## config.mk

```make
export PLATFORM = sky130hd
export DESIGN_NAME = rom_read_arbiter
export DESIGN_NICKNAME = d
export VERILOG_FILES = /design/src/rtl/rom_read_arbiter.sv
export SDC_FILE = /design/constraint.sdc
export NUM_CORES = 1
export LEC_CHECK = 0
export ABC_AREA = 1
export CELL_PAD_IN_SITES_DETAIL_PLACEMENT = 1
export CELL_PAD_IN_SITES_GLOBAL_PLACEMENT = 2
export CORE_MARGIN = 5
export CORE_UTILIZATION = 28
export CTS_CLUSTER_SIZE = 16
export DETAILED_ROUTE_END_ITERATION = 6
export PLACE_DENSITY = 0.9
export SLEW_MARGIN = 20
export SYNTH_ARGS = -nofsm -noshare
export SYNTH_HDL_FRONTEND = slang
export SYNTH_SLANG_ARGS = --single-unit
```

## constraint.sdc

```tcl
create_clock -name clk_i -period 3.1 [get_ports clk_i]
set_input_delay 0.465 -clock clk_i [delete_from_list [all_inputs] [get_ports clk_i]]
set_output_delay 0.465 -clock clk_i [all_outputs]
set_load 0.02 [all_outputs]
```

## src/rtl/rom_read_arbiter.sv

```systemverilog
// Round-robin arbiter sharing one ROM address port among NUM_REQ requesters.
// Issues one read at a time, waits out ROM_LAT edges, then returns the data to its owner.
//   state      | meaning
//   ST_IDLE    | accepting requests; a set req starts a grant
//   ST_WAIT    | address on the ROM, lat_cnt counting down the read latency
//   ST_CAPTURE | rom_data valid this edge; capture it and pulse rd_valid
module rom_read_arbiter #(
  parameter int NUM_REQ = 4,
  parameter int ADDR_W  = 8,
  parameter int DATA_W  = 8,
  parameter int ROM_LAT = 1
) (
  input  logic                      clk_i,
  input  logic                      reset_i,
  input  logic [NUM_REQ-1:0]        req_i,
  input  logic [NUM_REQ*ADDR_W-1:0] req_addr_i,
  output logic [NUM_REQ-1:0]        gnt_o,
  output logic [ADDR_W-1:0]         rom_address_o,
  input  logic [DATA_W-1:0]         rom_data_i,
  output logic [DATA_W-1:0]         rd_data_o,
  output logic [NUM_REQ-1:0]        rd_valid_o,
  output logic                      busy_o
);

  localparam int IDX_W = (NUM_REQ > 1) ? $clog2(NUM_REQ) : 1;
  localparam int LAT_W = 3;

  typedef enum logic [1:0] {
    ST_IDLE    = 2'd0,
    ST_WAIT    = 2'd1,
    ST_CAPTURE = 2'd2
  } state_e;

  state_e              state_q, state_d;
  logic [IDX_W-1:0]    owner_q, owner_d;
  logic [IDX_W-1:0]    rr_last_q, rr_last_d;
  logic [LAT_W-1:0]    lat_cnt_q, lat_cnt_d;
  logic [NUM_REQ-1:0]  gnt_q, gnt_d;
  logic [NUM_REQ-1:0]  rd_valid_q, rd_valid_d;
  logic [ADDR_W-1:0]   rom_address_q, rom_address_d;
  logic [DATA_W-1:0]   rd_data_q, rd_data_d;
  logic                busy_q, busy_d;

  logic                win_found;
  logic [IDX_W-1:0]    win_idx;
  logic [ADDR_W-1:0]   win_addr;

  function automatic logic [NUM_REQ-1:0] onehot(input logic [IDX_W-1:0] idx);
    logic [NUM_REQ-1:0] v;
    v      = '0;
    v[idx] = 1'b1;
    return v;
  endfunction

  // Scan starts just past the last winner; only the winner's address slice is read.
  always_comb begin
    win_found = 1'b0;
    win_idx   = '0;
    win_addr  = '0;
    for (int k = 1; k <= NUM_REQ; k++) begin
      if (!win_found && req_i[IDX_W'((int'(rr_last_q) + k) % NUM_REQ)]) begin
        win_found = 1'b1;
        win_idx   = IDX_W'((int'(rr_last_q) + k) % NUM_REQ);
        win_addr  = req_addr_i[((int'(rr_last_q) + k) % NUM_REQ) * ADDR_W +: ADDR_W];
      end
    end
  end

  always_comb begin
    state_d       = state_q;
    owner_d       = owner_q;
    rr_last_d     = rr_last_q;
    lat_cnt_d     = lat_cnt_q;
    gnt_d         = '0;
    rd_valid_d    = '0;
    rom_address_d = rom_address_q;
    rd_data_d     = rd_data_q;

    case (state_q)
      ST_IDLE: begin
        if (win_found) begin
          gnt_d         = onehot(win_idx);
          rom_address_d = win_addr;
          owner_d       = win_idx;
          rr_last_d     = win_idx;
          lat_cnt_d     = LAT_W'(ROM_LAT);
          state_d       = ST_WAIT;
        end
      end
      ST_WAIT: begin
        lat_cnt_d = lat_cnt_q - 1'b1;
        if (lat_cnt_q == LAT_W'(1)) begin
          state_d = ST_CAPTURE;
        end
      end
      ST_CAPTURE: begin
        rd_data_d  = rom_data_i;
        rd_valid_d = onehot(owner_q);
        state_d    = ST_IDLE;
      end
      default: begin
        state_d = ST_IDLE;
      end
    endcase

    busy_d = (state_d != ST_IDLE);
  end

  always_ff @(posedge clk_i or posedge reset_i) begin
    if (reset_i) begin
      state_q       <= ST_IDLE;
      owner_q       <= '0;
      rr_last_q     <= IDX_W'(NUM_REQ - 1);
      lat_cnt_q     <= '0;
      gnt_q         <= '0;
      rd_valid_q    <= '0;
      rom_address_q <= '0;
      rd_data_q     <= '0;
      busy_q        <= 1'b0;
    end else begin
      state_q       <= state_d;
      owner_q       <= owner_d;
      rr_last_q     <= rr_last_d;
      lat_cnt_q     <= lat_cnt_d;
      gnt_q         <= gnt_d;
      rd_valid_q    <= rd_valid_d;
      rom_address_q <= rom_address_d;
      rd_data_q     <= rd_data_d;
      busy_q        <= busy_d;
    end
  end

  assign gnt_o         = gnt_q;
  assign rd_valid_o    = rd_valid_q;
  assign rom_address_o = rom_address_q;
  assign rd_data_o     = rd_data_q;
  assign busy_o        = busy_q;

endmodule
```

==> results of run 1 <==
[placed cells by master, fill, tap and decap left out, drive strengths merged]
cell	synthesis	final
bufinv	0	1
clkbuf	5	5
nand4	9	9
nand2	141	141
buf	14	3
inv	59	59
mux2	8	8
dfstp	2	2
nand3	20	20
o22ai	1	1
nor2	25	25
ha	2	2
dfrtp	32	32
nor3	4	4
o21ai	72	72
clkinvlp	0	2
clkdlybuf4s50	0	70
o21a	1	1
or2	1	1
[worst max-delay path: cells and delay by family (launching register included)]
| family | cells | cell delay (ns) |
|---|---|---|
| AO/OA/AOI/OAI | 1 | 0.10 |
| buffers and inverters | 2 | 0.34 |
| flip-flops | 1 | 0.74 |
| AND/OR/NAND/NOR | 8 | 1.13 |
[cell type report]
class                      instances  area, sq um  area share (%)
sequential                        34          853            24.2
tap                              129          161            4.58
inverter                          59          224            6.36
timing repair buffer              73          723            20.5
clock buffer                       5         68.8            1.95
clock inverter                     3         45.0            1.28
multi-input combinational        284         1450            41.1
[stage by stage]
step / worst slack (ns) / hold WS [ns] / utilization (%) / cells
3_3_place_gp: 0.768 / 0.462 / 36.9 / 579
6_report: 0.669 / 0.467 / 38.1 / 587
3_5_place_dp: 0.676 / 0.464 / 36.9 / 579
4_1_cts: 0.651 / 0.477 / 38.1 / 587
5_1_grt: 0.406 / 0.501 / 38.1 / 587
2_1_floorplan: 1.45 / 0.432 / - / 396
[worst max-delay path by stage]
stage | start | to | slack (ns) | cells past startpoint
after global placement | rr_last_q[1] | owner_q[1] | 0.77 | 11
after CTS | rr_last_q[1] | owner_q[1] | 0.65 | 11
after global routing | rr_last_q[1] | owner_q[1] | 0.41 | 11
final | rr_last_q[1] | owner_q[1] | 0.67 | 11
after floorplan | rr_last_q[0] | rom_address_o[0] | 1.45 | 12
after detailed placement | rr_last_q[1] | owner_q[1] | 0.68 | 11
[logic make-up after synthesis]
| logic type | after synthesis | share of synthesized area, % |
|---|---|---|
| compound gates | 74 | 14.8 |
| mux | 8 | 3.40 |
| flops | 34 | 32.2 |
| fa+ha+maj | 2 | 0.945 |
| simple gates | 200 | 35.5 |
| buf+inv | 78 | 13.1 |
[sequential cells by signal (all words and copies together), names as in the netlist]
name	cells
busy_o	1
gnt_o	4
lat_cnt_q	3
owner_q	2
rd_data_o	8
rd_valid_o	4
rom_address_o	8
rr_last_q	2
state_q	2
[power by group]
part / internal (mW) / switching (mW)
logic: 0.945 / 1.74
registers: 0.645 / 0.132
clock network: 0.239 / 0.173
total: 1.83 / 2.04
[layer usage]
layer	vias up	share of wire [%]
met5	-	0
met4	0	1.1
met3	6	3.0
met2	33	51
met1	1170	45
li1	1369	-
==> results.json, run 1 <==
{
  "status": "completed",
  "grt_first_pass_wirelength_mm": 12.9,
  "post_synth_instance_area_sq_um": 2650,
  "cts_buffers": 5,
  "synth_most_common_cell": "nand2_1",
  "path_class": "reg2reg",
  "die-width_microns": 107,
  "end_kind": "register",
  "num-nets-final": 505,
  "fmaxAchievable_mhz": 411,
  "synth-seq-cells": 34,
  "grtUsageMet2_pct": 24.8,
  "port_buffers": 70,
  "finalSetupTns_ns": 0,
  "post-route-cell-area_sq_um": 3520,
  "yosysWarningCount": 0,
  "finClkSkew_ns": 0.00533,
  "detail_route.wl_per_cell_microns": 13.3,
  "r2r.worst_path.cells": 11,
  "post-dp-hpwl_mm": 6.19,
  "tritoncts": "built",
  "gr_ovfl_total": 0,
  "global_route.usage.total_pct": 13.8,
  "design.core.area_sq_um": 9240,
  "required_time_at_the_endpoint_of_the_critical_path_ns": 3.27,
  "fillCellCount": 1184,
  "areaGrowthSynthToFinish_pct": 33.1,
  "grt_setup_unrepaired": "no",
  "remaining_drc_errors": 0,
  "detail_route.first_pass.iterations": 4,
  "worst_r2r_endpoint": "owner_q[1]",
  "route.vias.total": 2578,
  "final_layout_size_suffix_gt1_share_pct": 10.7,
  "cts.sink_count": 34,
  "slew_headroom_pct": 67.9,
  "worst_skew_pair.late_latency_ns": 0.29,
  "synth_top_flop_cell": "dfrtp_1",
  "rows": 35,
  "antenna_cells": 0,
  "timing.final.crit_period_ns": 2.43,
  "rrSetupSlack_ns": 0.67,
  "met1_usage_pct": 17.3,
  "final-setup-viol-count": 0,
  "synth-seq-area-share_pct": 32.2,
  "cts.root.buffer_cell": "clkbuf_8",
  "cts_max_level": 2,
  "ios": 71,
  "synth_common_cells": "127 x nand2_1, 67 x o21ai_0, 55 x inv_1",
  "die_h_microns": 107,
  "synth_top_cells_by_area": "dfrtp_1 30%, nand2_1 18%, o21ai_0 13%",
  "pwr_density_cell_nw_per_um2": 1100,
  "grt_max_degree": 53,
  "final_hold_viol_count": 0,
  "min_period_over_period_pct": 78.4,
  "slew_violations": 0,
  "grt_antenna_before_repair": 0,
  "placed_area_sq_um": 3410,
  "max_cap_violations": 0,
  "hold_path.class": "reg2reg",
  "gp_congestion": 0.894,
  "timing.critical_path.from_type": "register",
  "post_cts_hold_buffer_count": 0,
  "path_clk_slew_ns": 0.08,
  "cts_repair_resize_count": 0,
  "drt_wirelength_mm": 7.81,
  "cts.repair_timing.setup_buffer_count": 0,
  "number_of_global_route_vias_before_repair": 2636,
  "cp_slowest_stage_delay_ns": 0.74,
  "critical-path-slowest-cell": "dfstp_2",
  "worst-slew-pin-transition_ns": 0.481,
  "static-leakage-power_nw": 1.70,
  "final_antenna_net_count": 0,
  "initial_core_util_pct": 28.7,
  "grt.met3_usage_pct": 2.47,
  "drt-vias-per-instance": 4.39,
  "synth_area_per_cell_sq_um": 6.69,
  "synth_enable_flop_cells": 0,
  "iteration_0_drc_count_of_the_detailed_router": 102,
  "ir_worst_vdd_v": 0.000340,
  "worst-endpoint-arrival_ns": 2.60,
  "totalPowerFinal_mw": 3.87,
  "hp-start": "owner_q[0]",
  "grt_busiest_layer": "met2",
  "timing.critical_path.cells": "inv_2, nand2_1, nand2_4, nand2_4, nand2_8, nor2_8, nand3_4, nand2_8, inv_4, nand3_1, o21ai_0",
  "die_area_sq_um": 11500,
  "synth_area_leader_cell": "dfrtp_1",
  "postSynth.asyncResetShare_pct": 100,
  "hold_path_end": "rd_valid_o[0]",
  "share_of_yosys_cell_area_claimed_by_the_top_area_cell_type_pct": 30.2,
  "ctsLongestPathBuffers": 2,
  "synth.lib_cells_used.distinct": 30,
  "syn-num-nets": 444,
  "crit_path_max_fanout": 23,
  "syn_inst": 396,
  "hold_depth": 1,
  "worst_r2r_startpoint": "rr_last_q[1]"
}
(Power assumes the default switching activity.)
==> inputs of run 2 (changes only) <==
CORE_UTILIZATION = 23   (was 28)
PLACE_DENSITY = 0.8   (was 0.9)
clock period = 2.1 ns   (was 3.1 ns; I/O delays follow)
==> results.json, run 2 (same netlist as run 1, synthesis figures left out) <==
{
  "detail_route.wl_per_cell_microns": 13.3,
  "final_antenna_net_count": 0,
  "ctsLongestPathBuffers": 2,
  "r2r.worst_path.cells": 12,
  "cts_max_level": 2,
  "antenna_cells": 0,
  "final_hold_viol_count": 0,
  "cts_buffers": 5,
  "design.core.area_sq_um": 11400,
  "grt_setup_unrepaired": "no",
  "ios": 71,
  "rrSetupSlack_ns": 0.17,
  "gr_ovfl_total": 0,
  "timing.final.crit_period_ns": 1.93,
  "static-leakage-power_nw": 1.79,
  "die-width_microns": 117,
  "final_cells": 612,
  "hold_path.class": "in2async",
  "slew_headroom_pct": 70.1,
  "iteration_0_drc_count_of_the_detailed_router": 95,
  "final_layout_size_suffix_gt1_share_pct": 12.8,
  "worst-slew-pin-transition_ns": 0.447,
  "finalSetupTns_ns": 0,
  "grt_antenna_before_repair": 0,
  "path_clk_slew_ns": 0.05,
  "die_area_sq_um": 13800,
  "grt_max_degree": 49,
  "max_cap_violations": 0,
  "worst-endpoint-arrival_ns": 2.10,
  "slew_violations": 0,
  "post-place-cells": 601,
  "fmaxAchievable_mhz": 517,
  "worst_skew_pair.late_latency_ns": 0.28,
  "post_cts_hold_buffer_count": 0,
  "remaining_drc_errors": 0,
  "post-dp-hpwl_mm": 6.52,
  "totalPowerFinal_mw": 6.22,
  "required_time_at_the_endpoint_of_the_critical_path_ns": 2.27,
  "cts.sink_count": 34,
  "pwr_density_cell_nw_per_um2": 1680,
  "rows": 39,
  "drt-vias-per-instance": 4.42,
  "areaGrowthSynthToFinish_pct": 39.7,
  "initial_core_util_pct": 23.3,
  "end_kind": "register",
  "layout.cells.most_common": "nand2_1",
  "worst_hold_slack_ns": 0.441,
  "number_of_global_route_vias_before_repair": 2865,
  "tritoncts": "built",
  "ir_worst_vdd_v": 0.000478,
  "post-route-worst-setup-slack_ns": 0.166,
  "grt_first_pass_wirelength_mm": 13.4,
  "cts.root.buffer_cell": "clkbuf_16",
  "finClkSkew_ns": 0.00558,
  "post-place-ws_ns": 0.0840,
  "num-nets-final": 516,
  "global_route.usage.total_pct": 12.2,
  "path_class": "reg2reg",
  "status": "completed",
  "crit_path_max_fanout": 10,
  "worst_r2r_endpoint": "gnt_o[1]",
  "worst_r2r_startpoint": "rr_last_q[1]",
  "min_period_over_period_pct": 92.1,
  "timing.critical_path.from_type": "register",
  "gp_congestion": 0.830,
  "port_buffers": 70,
  "route.vias.total": 2703,
  "detail_route.first_pass.iterations": 4,
  "drt_wirelength_mm": 8.17,
  "layout.cells.most_common_list": "126 x nand2_1, 70 x clkdlybuf4s50_1, 67 x o21ai_0",
  "final-setup-viol-count": 0,
  "die_h_microns": 117
}
run 2: cell count changes in the layout (fill, tap and decap cells not counted), sizes merged:
cell,change
clkinvlp,-2
clkbuf,+2
buf,+11
run 2: per-layer routing:
metal | global-route usage (%) | share of wire, % | routed length, microns | vias to the layer above
li1 | - | - | - | 1381
met1 | 14.7 | 43 | 3540 | 1278
met2 | 22.4 | 52 | 4250 | 38
met3 | 2.47 | 3.6 | 292 | 6
met4 | 2.68 | 1.0 | 82 | 0
met5 | 0 | 0 | 0 | -
run 2: final cells by class:
| class | instances | area, sq um |
|---|---|---|
| clock buffers | 7 | 143 |
| flip-flops and latches | 34 | 853 |
| multi-input cells | 284 | 1450 |
| well taps | 143 | 179 |
| inverters | 59 | 224 |
| repair buffers | 84 | 818 |
| clock inverters | 1 | 30.0 |
| fillers | 1426 | 7670 |
run 2: how the worst max path moves through the flow:
stage	slack (ns)	cells past startpoint	to	start
2_1_floorplan	0.45	12	rom_address_o[0]	rr_last_q[0]
3_3_place_gp	0.12	11	gnt_o[2]	req_i[3]
3_5_place_dp	0.08	12	gnt_o[1]	req_i[1]
4_1_cts	0.08	12	gnt_o[0]	rr_last_q[1]
5_1_grt	0.0005	11	owner_q[1]	rr_last_q[1]
6_report	0.17	12	gnt_o[1]	rr_last_q[1]
run 2: timing repair:
action | CTS | global route
resized for setup | 0 | 1
setup buffers | 0 | 3
setup endpoints to repair | 0 | 6
run 2: power by group:
| group | internal (mW) | switching (mW) |
|---|---|---|
| Sequential | 0.954 | 0.164 |
| Combinational | 1.58 | 2.68 |
| Clock | 0.592 | 0.252 |
run 2: worst max-delay path: stages, from the launching register on:
cell	delay (ns)
dfstp_2	0.61
inv_2	0.12
nand2_1	0.12
nand2_4	0.06
nand2_4	0.09
nand2_8	0.09
nor2_8	0.13
buf_4	0.18
nand3_1	0.07
nand3_1	0.13
nand2_1	0.08
inv_1	0.08
nor2_1	0.05
run 2: metrics by stage:
stage / cell area [sq um] / utilization (%)
global route: 3700 / 32.5
global placement: 3500 / 30.8
detailed placement: 3500 / 30.8
CTS: 3670 / 32.3
floorplan: 2650 / -
finish: 3700 / 32.5
